File: src/rtl/hist_stream_tx.sv
// Luma stream transmitter for the histogram-equalisation stage: counter-driven
// timing, valid/ready pixel pull, underflow and SOF checks. Optional TPG: HIST_TX_TPG_EN.
module hist_stream_tx #(
    parameter int         H_DISP     = 480,
    parameter int         V_DISP     = 272,
    parameter int         H_BLANK    = 40,
    parameter int         V_BLANK    = 8,
    parameter logic [7:0] FILL_VALUE = 8'd0
) (
    input  logic        clk,
    input  logic        rst_n,
    input  logic        en,
    input  logic [7:0]  pix_data,
    input  logic        pix_sof,
    input  logic        pix_valid,
`ifdef HIST_TX_TPG_EN
    input  logic        tpg_sel,
`endif
    output logic        pix_ready,
    output logic        Y_vsync,
    output logic        Y_hsync,
    output logic        Y_de,
    output logic [7:0]  Y_data,
    output logic        busy,
    output logic        underflow,
    output logic        sof_err,
    output logic [15:0] underflow_cnt
);

    localparam int H_TOTAL = H_DISP + H_BLANK;
    localparam int V_TOTAL = V_DISP + V_BLANK;
    // At least 8 bits so the test pattern can always take h_cnt[7:0] ^ v_cnt[7:0]
    localparam int HW_R = $clog2(H_TOTAL);
    localparam int VW_R = $clog2(V_TOTAL);
    localparam int HW   = (HW_R < 8) ? 8 : HW_R;
    localparam int VW   = (VW_R < 8) ? 8 : VW_R;

    localparam logic [HW-1:0] H_ACT  = HW'(H_DISP);
    localparam logic [HW-1:0] H_LAST = HW'(H_TOTAL - 1);
    localparam logic [VW-1:0] V_ACT  = VW'(V_DISP);
    localparam logic [VW-1:0] V_LAST = VW'(V_TOTAL - 1);

    // The downstream 256-entry table rebuild needs this much vertical gap
    generate
        if (V_BLANK * (H_DISP + H_BLANK) < 262) begin : g_gap_chk
            $error("hist_stream_tx: V_BLANK*(H_DISP+H_BLANK) must be >= 262");
        end
    endgenerate

    typedef enum logic {S_IDLE, S_RUN} state_t;

    state_t         r_state;
    logic [HW-1:0]  r_h_cnt;
    logic [VW-1:0]  r_v_cnt;

    logic w_run, w_active, w_first, w_h_last, w_v_last, w_frame_end;
    logic w_tpg, w_ready, w_xfer, w_miss;

    assign w_run       = (r_state == S_RUN);
    assign w_active    = (r_h_cnt < H_ACT) && (r_v_cnt < V_ACT);
    assign w_first     = (r_h_cnt == '0) && (r_v_cnt == '0);
    assign w_h_last    = (r_h_cnt == H_LAST);
    assign w_v_last    = (r_v_cnt == V_LAST);
    assign w_frame_end = w_h_last && w_v_last;

`ifdef HIST_TX_TPG_EN
    logic r_tpg;
    // Pattern select latched only where the next frame begins
    always_ff @(posedge clk or negedge rst_n) begin
        if (!rst_n)
            r_tpg <= 1'b0;
        else if (en && ((r_state == S_IDLE) || w_frame_end))
            r_tpg <= tpg_sel;
    end
    assign w_tpg = r_tpg;
`else
    assign w_tpg = 1'b0;
`endif

    assign w_ready   = w_run && w_active && !w_tpg;
    assign w_xfer    = w_ready && pix_valid;
    assign w_miss    = w_ready && !pix_valid;
    assign pix_ready = w_ready;
    assign busy      = w_run;

    always_ff @(posedge clk or negedge rst_n) begin
        if (!rst_n) begin
            r_state <= S_IDLE;
            r_h_cnt <= '0;
            r_v_cnt <= '0;
        end else begin
            case (r_state)
                S_IDLE: begin
                    r_h_cnt <= '0;
                    r_v_cnt <= '0;
                    if (en) r_state <= S_RUN;
                end
                S_RUN: begin
                    if (w_h_last) begin
                        r_h_cnt <= '0;
                        if (w_v_last) begin
                            r_v_cnt <= '0;
                            // en only matters here: a dropped en still finishes the frame
                            if (!en) r_state <= S_IDLE;
                        end else begin
                            r_v_cnt <= r_v_cnt + 1'b1;
                        end
                    end else begin
                        r_h_cnt <= r_h_cnt + 1'b1;
                    end
                end
                default: r_state <= S_IDLE;
            endcase
        end
    end

    always_ff @(posedge clk or negedge rst_n) begin
        if (!rst_n) begin
            Y_vsync       <= 1'b0;
            Y_hsync       <= 1'b0;
            Y_de          <= 1'b0;
            Y_data        <= 8'd0;
            sof_err       <= 1'b0;
            underflow     <= 1'b0;
            underflow_cnt <= 16'd0;
        end else begin
            Y_vsync <= w_run && (r_v_cnt < V_ACT);
            Y_hsync <= w_run && w_active;
            Y_de    <= w_run && w_active;

            if (w_xfer)
                Y_data <= pix_data;
            else if (w_run && w_active)
                Y_data <= w_tpg ? (r_h_cnt[7:0] ^ r_v_cnt[7:0]) : FILL_VALUE;
            else
                Y_data <= 8'd0;

            sof_err <= w_xfer && (pix_sof != w_first);

            // First active pixel restarts the count, itself counted if missing
            if (w_run && w_first)
                underflow_cnt <= w_miss ? 16'd1 : 16'd0;
            else if (w_miss && (underflow_cnt != 16'hFFFF))
                underflow_cnt <= underflow_cnt + 16'd1;

            if (w_run && (r_h_cnt == '0) && (r_v_cnt == V_ACT))
                underflow <= (underflow_cnt != 16'd0);
        end
    end

endmodule

File: config.mk
export PLATFORM = sky130hd
export DESIGN_NAME = hist_stream_tx
export DESIGN_NICKNAME = d
export VERILOG_FILES = /design/src/rtl/hist_stream_tx.sv
export SDC_FILE = /design/constraint.sdc
export NUM_CORES = 1
export LEC_CHECK = 0
export ABC_CLOCK_PERIOD_IN_PS = 3860
export CORE_MARGIN = 3
export CORE_UTILIZATION = 50
export DETAILED_ROUTE_END_ITERATION = 6
export GPL_TIMING_DRIVEN = 0
export PLACE_DENSITY_LB_ADDON = 0.2
export SLEW_MARGIN = 20
export SYNTH_ARGS = -nofsm -noshare
export SYNTH_HDL_FRONTEND = slang
export SYNTH_SLANG_ARGS = --single-unit
File: constraint.sdc
create_clock -name clk -period 3.86 [get_ports clk]
set_clock_uncertainty 0.1 [all_clocks]
set_input_delay 0.386 -clock clk [delete_from_list [all_inputs] [get_ports clk]]
set_output_delay 0.386 -clock clk [all_outputs]
set_load 0.03 [all_outputs]
==> results.txt <==
Initial DRC Count -> 169
Worst slew margin -> 32.7%
Largest family of logic cells by synthesized area -> simple AND/OR/NAND/NOR gates
Synth Instances -> 258
Cts bufs inserted -> 5
Register area share after synthesis -> 48.3%
Filler instances -> 385
Worst-path clk slew -> 0.09 ns
Area fraction in compound gates after synthesis -> 10.2%
Ant. Diodes -> 0
Met3 Usage GRT -> 3.55%
Vias per inst -> 5.48
CTS tree -> done
DRT Wirelength -> 5240 um
Post-Synth Adder-Cell Area -> 3.02%
First-pass GRT wire length -> 9320 um
CP delay by family, top -> buffers and inverters
Synth Register Bits -> 48
# DRC -> 0
Startpoint Class -> register
Setup TNS -> 0 ns
Number of global-route vias before repair -> 1914
Synth Area per Inst -> 9.65 um^2
Clk_lat worst skew -> 0.29 ns
WP buf/inv -> 2
Largest cells by area after synthesis -> dfrtp_1 48%, nor2_1 4.8%, xnor2_1 3.9%
Fin. Hold Viols -> 0
Critical path fanouts, max -> 11
Max-cap viol count -> 0
Max VDD drop -> 0.209 mV
Hold Crit Class -> register to register
Layout Utilization -> 66.2%
EDFF count, synth -> 0
Most frequent cells in the layout -> 48 x dfrtp_1, 42 x clkdlybuf4s50_1, 32 x nor2_1
Via count of the routed design -> 2072
RSZ-0062 raised after global routing -> no
Synth top area share -> 48.3%
PostCTS Resize Cnt -> 0
M2 GR Usage -> 32.7%
Post-DP HPWL -> 3880 um
Power, Total -> 1.21 mW
Met1 Use GR -> 25.4%
Fmax -> 318 MHz
Worst Setup Slack, final -> 0.715 ns
Area grow syn2layout -> 26.5%
Fin crit period -> 3.15 ns
Slew @ Worst Pin -> 1.00 ns
Clk Tree Root Cell -> clkbuf_8
Full die area -> 5860 um^2
GRT Resource Usage Total -> 19.3%
CP Capture Type -> output port
Detail Route Antenna Nets -> 0
Die H -> 76.6 um
Pre-CTS setup slack -> 1.04 ns
Port buffer count -> 43
Area leader, netlist -> dfrtp_1
Max incr delay on CP -> 0.74 ns
Async set-reset flop share out of synthesis -> 100%
# hold bufs at CTS -> 1
Largest net degree at the start of global routing -> 29
Static leakage -> 1.34 nW
Synth Area in Simple Gates -> 27.5%
Yosys warns -> 0
Final cycle utilization of the critical path -> 81.5%
Required time worst endpoint -> 3.37 ns
Most crowded layer after global routing -> met2
Status -> completed
Most common cell after layout, fill and taps aside -> dfrtp_1
Post-Synth XOR/XNOR Area -> 6.33%
Overall die width -> 76.6 um
WHS -> 0.389 ns
WP data arrival -> 2.66 ns
H-tree Lvls -> 2
Kind of critical path -> register to output port
I/O pin count -> 44
Core region area -> 4750 um^2
Final nets -> 329
GP Congestion -> 0.864
Netlist cell types -> 44
Mapped Area -> 2490 um^2
Syn_nets -> 277
Initial antenna violation count -> 0
Drt first pass iters -> 4
Clk buf depth -> 2
Routed len/inst -> 13.9 um
Layout cell share with drive strength beyond 1 -> 6.43%
Mux cell area share after synthesis -> 1.21%
Cell Pwr Density -> 384 nW/um^2
Clock net sink count -> 48
Initial Utilization -> 52.3%
Postcts setup bufs -> 0
CP max-delay cell -> clkdlybuf4s50_1
Crit path cell chain -> o41ai_4 -> and2_2 -> and3b_1 -> clkbuf_1 -> clkdlybuf4s50_1
GRT overflow -> 0
Std cell rows -> 25
Most frequently used flop master after synthesis -> dfrtp_1
Final Slew Violations -> 0
Setup violators final -> 0
worst reg2reg max path: cells and delay by family, from the launching register on:
family | cells | cell delay (ns)
buffers and inverters | 1 | 0.44
AND/OR/NAND/NOR | 4 | 1.48
flip-flops | 1 | 0.44
metrics by stage:
step                instances  cell area, um^2
CTS                       378             3150
global route              378             3150
global placement          368             3000
finish                    378             3150
detailed placement        369             3020
floorplan                 258             2490
synthesized netlist by cell type, types with 4 or more instances:
| master | instances |
|---|---|
| xor2_1 | 7 |
| nand3_1 | 13 |
| o31ai_1 | 4 |
| xnor2_1 | 11 |
| or3_1 | 5 |
| a21oi_1 | 6 |
| nor4_1 | 6 |
| clkbuf_1 | 5 |
| and3_1 | 14 |
| dfrtp_1 | 48 |
| nor3_1 | 4 |
| nand2_1 | 20 |
| nor2_1 | 32 |
| nand4_1 | 9 |
| ha_1 | 6 |
| o21ai_0 | 13 |
| and2_1 | 4 |
| inv_1 | 13 |
sequential cells by signal (all words and copies together), names as in the netlist:
name / flops
underflow_cnt: 16
r_h_cnt: 10
r_v_cnt: 9
Y_data: 8
Y_de: 1
Y_vsync: 1
busy: 1
sof_err: 1
underflow: 1
final cells by class:
type	instances	area (um^2)	area share, %
Multi-Input combinational cell	190	1200	38.1
Tap cell	67	83.8	2.66
Clock inverter	2	38.8	1.23
Inverter	13	48.8	1.55
Sequential cell	48	1200	38.1
Buffer	7	37.5	1.19
Clock buffer	6	82.6	2.62
Timing Repair Buffer	45	455	14.5
report_power, final:
group          switching, mW  internal (mW)  leakage (nW)
combinational          0.135          0.111         0.658
clock                  0.163          0.212        0.0614
sequential            0.0540          0.535         0.620
logic make-up after synthesis:
family | Yosys count
AOI/OAI and AO/OA | 37
xor gates and xnor gates | 18
adders and majority gates | 6
buffers and inverters | 20
DFF | 48
muxes | 3
and+or+nand+nor | 126
per-layer routing:
metal  vias up  part of all wire, %
li1       1024                    -
met1      1000                   45
met2        44                   50
met3         4                  3.2
met4         0                 0.94
met5         -                    0
path summary, 6_finish.rpt:
check                                  startpoint                             to  slack, ns  depth (start not counted)
hold reg to reg              r_h_cnt[0]$_DFF_PN0_           r_h_cnt[0]$_DFF_PN0_       0.39                          1
setup reg to reg             r_h_cnt[6]$_DFF_PN0_   underflow_cnt[7]$_DFFE_PN0P_       1.27                          5
max in group asynchronous                   rst_n  underflow_cnt[14]$_DFFE_PN0P_       2.67                          3
min in group asynchronous                   rst_n            Y_data[1]$_DFF_PN0_       0.49                          2
setup / recovery           r_v_cnt[7]$_DFFE_PN0P_                      pix_ready       0.71                          5
hold / removal               r_h_cnt[0]$_DFF_PN0_           r_h_cnt[0]$_DFF_PN0_       0.39                          1
(Power assumes the default switching activity.)
